[config.mk]
export PLATFORM = sky130hd
export DESIGN_NAME = io_handshake_controller
export DESIGN_NICKNAME = d
export VERILOG_FILES = /design/src/rtl/io_handshake_controller.sv
export SDC_FILE = /design/constraint.sdc
export NUM_CORES = 1
export LEC_CHECK = 0
export CORE_ASPECT_RATIO = 1.4
export CORE_UTILIZATION = 37
export DETAILED_ROUTE_END_ITERATION = 10
export GPL_ROUTABILITY_DRIVEN = 0
export PLACE_DENSITY = 0.79
export RECOVER_POWER = 25
export SETUP_SLACK_MARGIN = 0.15
export SYNTH_ARGS = -nofsm -noshare
export SYNTH_HDL_FRONTEND = slang
export SYNTH_SLANG_ARGS = --single-unit
[constraint.sdc]
create_clock -name clock -period 1.9 [get_ports clock]
set_input_delay 0.19 -clock clock [delete_from_list [all_inputs] [get_ports clock]]
set_output_delay 0.19 -clock clock [all_outputs]
set_load 0.01 [all_outputs]
[src/rtl/io_handshake_controller.sv]
// CPU-side I/O controller: debounced IN handshake, latched OUT display, sticky HLT.
// Define OUT_SIGN_MAG_EN to show OUT values as sign + magnitude instead of raw bits.
//
// state          | meaning
// S_IDLE         | decode OUT/HLT immediately, IN starts a handshake
// S_WAIT_PRESS   | CPU stalled, counting stable confirm=1 cycles
// S_WAIT_RELEASE | CPU stalled, counting stable confirm=0 cycles
// S_DONE         | one-cycle in_done pulse, opcode ignored
// S_HALT         | sticky halt, left only through reset_n
module io_handshake_controller #(
    parameter int              DATA_W       = 32,
    parameter int              SW_W         = 18,
    parameter int              OP_W         = 6,
    parameter logic [OP_W-1:0] OP_IN        = 6'b011101,
    parameter logic [OP_W-1:0] OP_OUT       = 6'b100000,
    parameter logic [OP_W-1:0] OP_HLT       = 6'b011100,
    parameter int              DEBOUNCE_CYC = 4
) (
    input  logic              clock,
    input  logic              reset_n,
    input  logic [OP_W-1:0]   operation,
    input  logic [SW_W-1:0]   switches,
    input  logic              confirm,
    input  logic [DATA_W-1:0] io_ram_output,
    output logic [DATA_W-1:0] in_data,
    output logic              in_done,
    output logic              stall,
    output logic [DATA_W-1:0] display,
    output logic              in_led,
    output logic              out_led,
    output logic              neg_led,
    output logic              halted
);

    localparam int               CNT_W   = $clog2(DEBOUNCE_CYC + 1);
    localparam logic [CNT_W-1:0] CNT_MAX = CNT_W'(DEBOUNCE_CYC);

    typedef enum logic [2:0] {
        S_IDLE,
        S_WAIT_PRESS,
        S_WAIT_RELEASE,
        S_DONE,
        S_HALT
    } state_t;

    state_t            state_q;
    logic [CNT_W-1:0]  cnt_q;
    logic [CNT_W-1:0]  cnt_d;
    logic              cnt_hit;
    logic [DATA_W-1:0] in_data_q;
    logic [DATA_W-1:0] display_q;
    logic [DATA_W-1:0] disp_d;
    logic              neg_d;
    logic              in_done_q;
    logic              in_led_q;
    logic              out_led_q;
    logic              neg_led_q;
    logic              halted_q;

    // Saturating increment; a hit means this edge completes the stable run.
    assign cnt_d   = (cnt_q == CNT_MAX) ? cnt_q : cnt_q + 1'b1;
    assign cnt_hit = (cnt_d == CNT_MAX);

`ifdef OUT_SIGN_MAG_EN
    assign neg_d  = io_ram_output[DATA_W-1];
    assign disp_d = neg_d ? (~io_ram_output + 1'b1) : io_ram_output;
`else
    assign neg_d  = 1'b0;
    assign disp_d = io_ram_output;
`endif

    always_ff @(posedge clock or negedge reset_n) begin
        if (!reset_n) begin
            state_q   <= S_IDLE;
            cnt_q     <= '0;
            in_data_q <= '0;
            display_q <= '0;
            in_done_q <= 1'b0;
            in_led_q  <= 1'b0;
            out_led_q <= 1'b0;
            neg_led_q <= 1'b0;
            halted_q  <= 1'b0;
        end else begin
            case (state_q)
                S_IDLE: begin
                    in_done_q <= 1'b0;
                    if (operation == OP_IN) begin
                        state_q  <= S_WAIT_PRESS;
                        in_led_q <= 1'b1;
                        cnt_q    <= '0;
                    end else if (operation == OP_OUT) begin
                        display_q <= disp_d;
                        neg_led_q <= neg_d;
                        out_led_q <= 1'b1;
                    end else if (operation == OP_HLT) begin
                        state_q   <= S_HALT;
                        halted_q  <= 1'b1;
                        in_led_q  <= 1'b1;
                        out_led_q <= 1'b1;
                        neg_led_q <= 1'b1;
                        display_q <= '0;
                    end
                end
                S_WAIT_PRESS: begin
                    if (!confirm) begin
                        cnt_q <= '0;
                    end else if (cnt_hit) begin
                        cnt_q     <= '0;
                        in_data_q <= DATA_W'(switches);
                        state_q   <= S_WAIT_RELEASE;
                    end else begin
                        cnt_q <= cnt_d;
                    end
                end
                S_WAIT_RELEASE: begin
                    if (confirm) begin
                        cnt_q <= '0;
                    end else if (cnt_hit) begin
                        cnt_q     <= '0;
                        in_done_q <= 1'b1;
                        in_led_q  <= 1'b0;
                        state_q   <= S_DONE;
                    end else begin
                        cnt_q <= cnt_d;
                    end
                end
                S_DONE: begin
                    in_done_q <= 1'b0;
                    state_q   <= S_IDLE;
                end
                S_HALT: begin
                    state_q <= S_HALT;
                end
                default: begin
                    state_q <= S_IDLE;
                end
            endcase
        end
    end

    // An IN in decode must hold the CPU in the same cycle it is seen.
    assign stall = reset_n & ((state_q == S_IDLE && operation == OP_IN) ||
                              state_q == S_WAIT_PRESS ||
                              state_q == S_WAIT_RELEASE ||
                              state_q == S_HALT);

    assign in_data = in_data_q;
    assign in_done = in_done_q;
    assign display = display_q;
    assign in_led  = in_led_q;
    assign out_led = out_led_q;
    assign neg_led = neg_led_q;
    assign halted  = halted_q;

endmodule

==> results of run 1 <==
[worst paths after layout]
path	startpoint	endpoint	slack (ns)	cells after the start
max in group asynchronous	reset_n	state_q[1]	0.56	2
hold / removal	reset_n	state_q[2]	0.36	2
hold reg to reg	out_led	out_led	0.47	1
setup / recovery	cnt_q[0]	in_data[15]	0.10	7
min in group clock	switches[17]	in_data[17]	0.45	2
setup reg to reg	cnt_q[0]	in_data[15]	0.10	7
[sequential cells by signal (all words and copies together), names as in the netlist]
signal   count
display     32
in_done      1
neg_led      1
out_led      1
state_q      3
halted       1
cnt_q        3
in_led       1
in_data     18
[stage by stage]
step	util (%)	setup TNS, ns	cells	power (W)	setup slack, ns
finish	60.8	0	441	0.00452	0.102
detailed placement	56.4	-0.878	417	0.00331	-0.0438
CTS	59.7	0	436	0.00453	0.0757
global placement	56.4	0	417	0.00325	0.0141
global route	60.8	0	441	0.00478	0.000304
floorplan	-	0	220	0.00246	0.0632
[worst reg2reg max path, stage by stage (launching register included)]
cell       delay, ns
dfrtp_2         0.44
inv_2           0.08
ha_4            0.20
nor2b_4         0.14
o21a_1          0.17
o21ba_4         0.18
clkbuf_16       0.17
mux2_1          0.32
[synth_stat cells]
library cell,instances
a21oi_1,4
a22o_1,32
and2_4,1
nand3_1,2
o211ai_1,3
dfrtp_1,61
or4b_1,1
o21ai_2,1
o2bb2ai_1,1
o21a_1,2
or4b_4,2
mux2i_1,1
mux2_1,18
o21ai_1,4
nand4b_1,1
a21o_1,2
ha_1,2
o31ai_1,2
conb_1,1
nor2_1,6
nand4bb_1,1
buf_6,1
nor3_1,3
buf_2,4
buf_4,17
a221oi_2,1
nand2b_1,2
nor3_4,1
and4bb_2,1
inv_1,5
a221o_1,1
o31a_1,1
o21ba_1,1
o21ai_0,4
nor3_2,1
nand2_1,6
nor2b_1,4
nor3b_1,1
a32oi_1,1
buf_12,4
[cells by family after synthesis]
group           count (synthesis)
flops                          61
simple gates                   33
mux                            19
buf+inv                        31
compound gates                 60
other cells                     1
fa+ha+maj                       2
[report_power, final]
group | leakage [nW] | switching (W) | internal [W]
Combinational | 1.02 | 0.000595 | 0.000969
Clock | 0.0973 | 0.000551 | 0.000623
Sequential | 0.810 | 0.000178 | 0.00160
[metal layers]
| metal | vias to the layer above | wire (µm) | global-route usage, % |
|---|---|---|---|
| met5 | - | 0 | 0 |
| met4 | 0 | 98 | 6.47 |
| met3 | 7 | 373 | 4.57 |
| met2 | 74 | 3650 | 31.5 |
| met1 | 1049 | 2660 | 20.7 |
| li1 | 998 | - | - |
[final cells by class]
| class | count | share of cell area [%] |
|---|---|---|
| flip-flops and latches | 61 | 35.8 |
| repair buffers | 136 | 31.8 |
| multi-input cells | 128 | 24.4 |
| clock buffers | 9 | 2.90 |
| well taps | 95 | 2.78 |
| clock inverters | 7 | 1.87 |
| inverters | 5 | 0.439 |
[cells in the final DEF, fill, tap and decap left out, types with 5 or more instances in the layout]
cell             Yosys  layout
clkdlybuf4s50_1      0     112
dfrtp_1             61      57
a22o_1              32      32
mux2_1              18      16
buf_4               17      15
conb_1               1      14
clkbuf_8             0       9
nor2_1               6       6
nand2_1              6       6
o21ai_1              4       5
[what timing repair did]
item	4_1_cts	5_1_grt
pin swaps	0	4
cloned	0	1
resized for setup	5	6
setup buffers	3	4
setup endpoints to repair	20	21
==> summary.md, run 1 <==
| Metric | Value |
|---|---|
| Failing checks | `max-capacitance violations, max-slew violations` |
| Layout cell share with drive strength beyond 1 | `17.1%` |
| Required @ worst endpoint | `2.12 ns` |
| Drt first-iter violations | `78` |
| Worst path max stage delay | `0.44 ns` |
| Total global routing overflow | `0` |
| CTS Buf Count | `9` |
| Xor/xnor share of the synthesized area | `0%` |
| H-tree levels | `3` |
| P_leak | `1.93 nW` |
| Number of remaining DRC errors | `0` |
| Dominant cells by area after synthesis | `dfrtp_1 (56%), a22o_1 (10%), mux2_1 (7.4%)` |
| Buf/Inv on CP | `2` |
| Area of the multi-input gates | `1040 µm²` |
| #FFs+latches synth | `61` |
| Setup Crit Path Kind | `register to register` |
| Vias per inst | `4.83` |
| Nets | `402` |
| Storage element area | `1530 µm²` |
| Worst-Skew Late Latency | `0.33 ns` |
| Die area | `7710 µm²` |
| Final Slew Violations | `26` |
| DP Area | `3970 µm²` |
| Worst-path fanout max | `9` |
| Row Count | `36` |
| Crit path launch type | `register` |
| Worst Max-Slew Pin Slew | `1.50 ns` |
| Die height | `104 µm` |
| Largest family of logic cells by synthesized area | `compound AO/OA/AOI/OAI gates` |
| CP max stage cell | `dfrtp_2` |
| Core outline area | `7030 µm²` |
| CTS Sinks | `61` |
| Critical path cell sequence | `inv_2 > ha_4 > nor2b_4 > o21a_1 > o21ba_4 > clkbuf_16 > mux2_1` |
| Crit share post-route | `94.6%` |
| Final Hold Viols | `0` |
| Status | `finished, violations left` |
| Initial antenna violation count | `0` |
| FMAX | `0.556 GHz` |
| Sequential share of the synthesized area | `56.0%` |
| Area Overhead vs Synth | `56.9%` |
| Mapped Area | `2720 µm²` |
| Port bufs | `114` |
| Min Hold Slack | `0.360 ns` |
| Post-detail-place hpwl | `4850 µm` |
| First-pass GRT wire length | `10600 µm` |
| Setup crit end kind | `register` |
| Vias | `2128` |
| Vias in the first global route | `2142` |
| GRT Util Overall | `18.1%` |
| RSZ-0062 raised after global routing | `yes` |
| Adder-Cell Fraction of Synth Area | `0.919%` |
| Hold buffers post-CTS | `0` |
| Cell count after synthesis | `207` |
| CTS max path bufs | `2` |
| Synth Area in Simple Gates | `8.08%` |
| Crit path DAT | `2.02 ns` |
| Clock skew | `0.00674 ns` |
| Clock Pin Slew Worst Setup and Hold Paths | `0.08 ns` |
| Drt total wl | `6790 µm` |
| # setup viols final | `0` |
| Mux cell area share after synthesis | `7.81%` |
| Fin crit period | `1.80 ns` |
| Final instance area | `4270 µm²` |
| Post-synthesis compound-gate area fraction | `17.5%` |
| CTS tree | `yes` |
| IO Pins | `129` |
| ANT nets after route | `0` |
| Wire per inst | `15.4 µm` |
| Yosys warnings | `0` |
| CTS Root Cell | `clkbuf_8` |
| Syn Area/Cell | `13.2 µm²` |
| Max Cap Viol | `1` |
| Synth top area share | `56.0%` |
| Cell type with the largest total area after synthesis | `dfrtp_1` |
| Pwr Density | `1060 nW/µm²` |
| CP delay by family, top | `flip-flops` |
| Worst slew margin | `-0.0369%` |
| Fillers | `584` |
| Post-synthesis cell type count | `40` |
| Diodes inserted | `0` |
| Hold/Removal Path Class | `input port to async pin` |
| Drt pass-1 iters | `4` |
| DIE WIDTH | `74.5 µm` |
| Starting Density | `38.8%` |
| Peak VDD IR | `444 µV` |
| Largest net degree at the start of global routing | `62` |
No activity file was read; power rests on OpenSTA's default activity.
==> inputs of run 2 (changes only) <==
Settings changed: CTS_CLUSTER_DIAMETER set to 100.
==> results of run 2 <==
Same layout as run 1: the final DEF is identical, and so are final timing and power.
==> edit: new RTL, settings of run 1 <==
Add a define of `OUT_SIGN_MAG_EN`.
--- a/src/rtl/io_handshake_controller.sv
+++ b/src/rtl/io_handshake_controller.sv
@@ -7,6 +7,8 @@
 // S_WAIT_RELEASE | CPU stalled, counting stable confirm=0 cycles
 // S_DONE         | one-cycle in_done pulse, opcode ignored
 // S_HALT         | sticky halt, left only through reset_n
+`define OUT_SIGN_MAG_EN
+
 module io_handshake_controller #(
     parameter int              DATA_W       = 32,
     parameter int              SW_W         = 18,
Function: changed (a bounded check fails within 4 cycles, from zero or initial values and one cycle with reset_n low).
==> edit against run 1 <==
The flow finishes with violations (max-capacitance violations, max-slew violations, negative setup slack). Sequential share of layout area shrank 8.1 points. Total power increased by 6.0%. Final cell count is 40% higher. Core utilization increased by 2.5 points. Wire length is 45% higher. Area after synthesis up 24%. Synthesized cell count grew 60%. Sequential cell count unchanged. Design area increased by 29%. Clock power increased by 28%. Worst setup slack got worse by 130 ps. Largest cell class is now multi-input combinational cells.
==> edit: results (changes against run 1) <==
[timing]
finalSetupViolations = 10  ; +10
slew_violations = 62  ; +140%
setup_total_negative_slack_ps = -120  ; -120 ps
finalWorstSetupSlack_ps = -26.7  ; -129 ps

[finish]
clk_share_pct = 4.83  ; +0.058 points
seq_area_mm2 = 0.00153  ; -0.16%
num-fill-cells = 725  ; +24%
multi_input_area_share_pct = 34.0  ; +9.7 points
signal_buffers = 184  ; +35%

[pwr]
static-leakage-power_uw = 0.00250  ; +29%
ir_worst_vdd_uv = 555  ; +25%

[setup_path]
critPathSlowestCell = dfrtp_1
r2r_start = cnt_q[1]
worst_ep_arrival_time_ps = 2140  ; +120 ps
cpPeakStageDelay_ps = 400  ; -40 ps

[synth]
syn_avg_cell_area_um2 = 10.1  ; -23%
ys_seq_area_share_pct = 45.3  ; -11 points

[flow_run]
cap_viol_max_count = 1  ; unchanged

[route]
post_drt_wl_per_cell_um = 15.9  ; +3.5%
routed_wire_length_on_met3_um = 467  ; +25%
first_iter_violations = 266  ; +240%
routedLengthMet1_mm = 3.76  ; +41%

[global_route]
grt_util_met1_pct = 23.4  ; +2.6 points
number_of_global_route_vias_before_repair = 3211  ; +50%
grtUsageTotal_pct = 21.3  ; +3.2 points

[run_status]
status = complete, but fails checks
violated_checks = max-capacitance violations, max-slew violations, negative setup slack

[clock_tree]
cts.reportedPaths.clkPinSlew_ps = 50  ; -30 ps

[place]
placedCellCount = 593  ; +42%

==> edit: cell types whose count changed in the layout (fill, tap and decap cells not counted), moves of 10 or more <==
cell / before / now
a22o_1: 32 / 2
nand2_1: 6 / 46
o21ai_0: 3 / 37
mux2_1: 16 / 6
xor2_1: 0 / 28
clkdlybuf4s50_1: 112 / 100
buf_4: 15 / 64
==> edit: repair_timing <==
| action | 4_1_cts | 5_1_grt |
|---|---|---|
| setup buffers | 12 | 0 |
| endpoints found under the hold margin | 0 | 0 |
| resized for setup | 35 | 22 |
| gates cloned | 0 | 0 |
| pin swaps | 13 | 14 |
| setup endpoints to repair | 38 | 42 |
==> edit: worst max path at each step <==
stage	to	startpoint	cells past startpoint	slack, ps
after global routing	in_data[12]	cnt_q[1]	7	-100
after floorplan	in_data[10]	cnt_q[0]	7	-40
final	in_data[17]	cnt_q[1]	7	-30
after global placement	display[18]	io_ram_output[0]	9	-240
after detailed placement	display[18]	io_ram_output[0]	9	-430
after CTS	in_data[17]	cnt_q[1]	7	-20
==> edit: through the flow <==
| stage | hold slack, ps | setup WS [ps] | cell area, µm² |
|---|---|---|---|
| after detailed placement | 460 | -430 | 5010 |
| final | 423 | -26.7 | 5520 |
| after floorplan | -106 | -44.9 | 3440 |
| after global placement | 458 | -236 | 5010 |
| after CTS | 126 | -24.4 | 5430 |
| after global routing | 454 | -97.7 | 5520 |
==> edit: worst max-delay path: cells and delay by family (launching register included) <==
kind,cells,cell delay [ps]
flops,1,400
fa+ha+maj,1,200
mux,1,320
simple gates,2,330
compound gates,1,290
buf+inv,2,260
==> edit: where the power goes <==
part | internal, µW | switching [µW] | leakage [µW]
logic | 893 | 698 | 0.00155
registers | 1550 | 159 | 0.000817
clock network | 933 | 562 | 0.000134
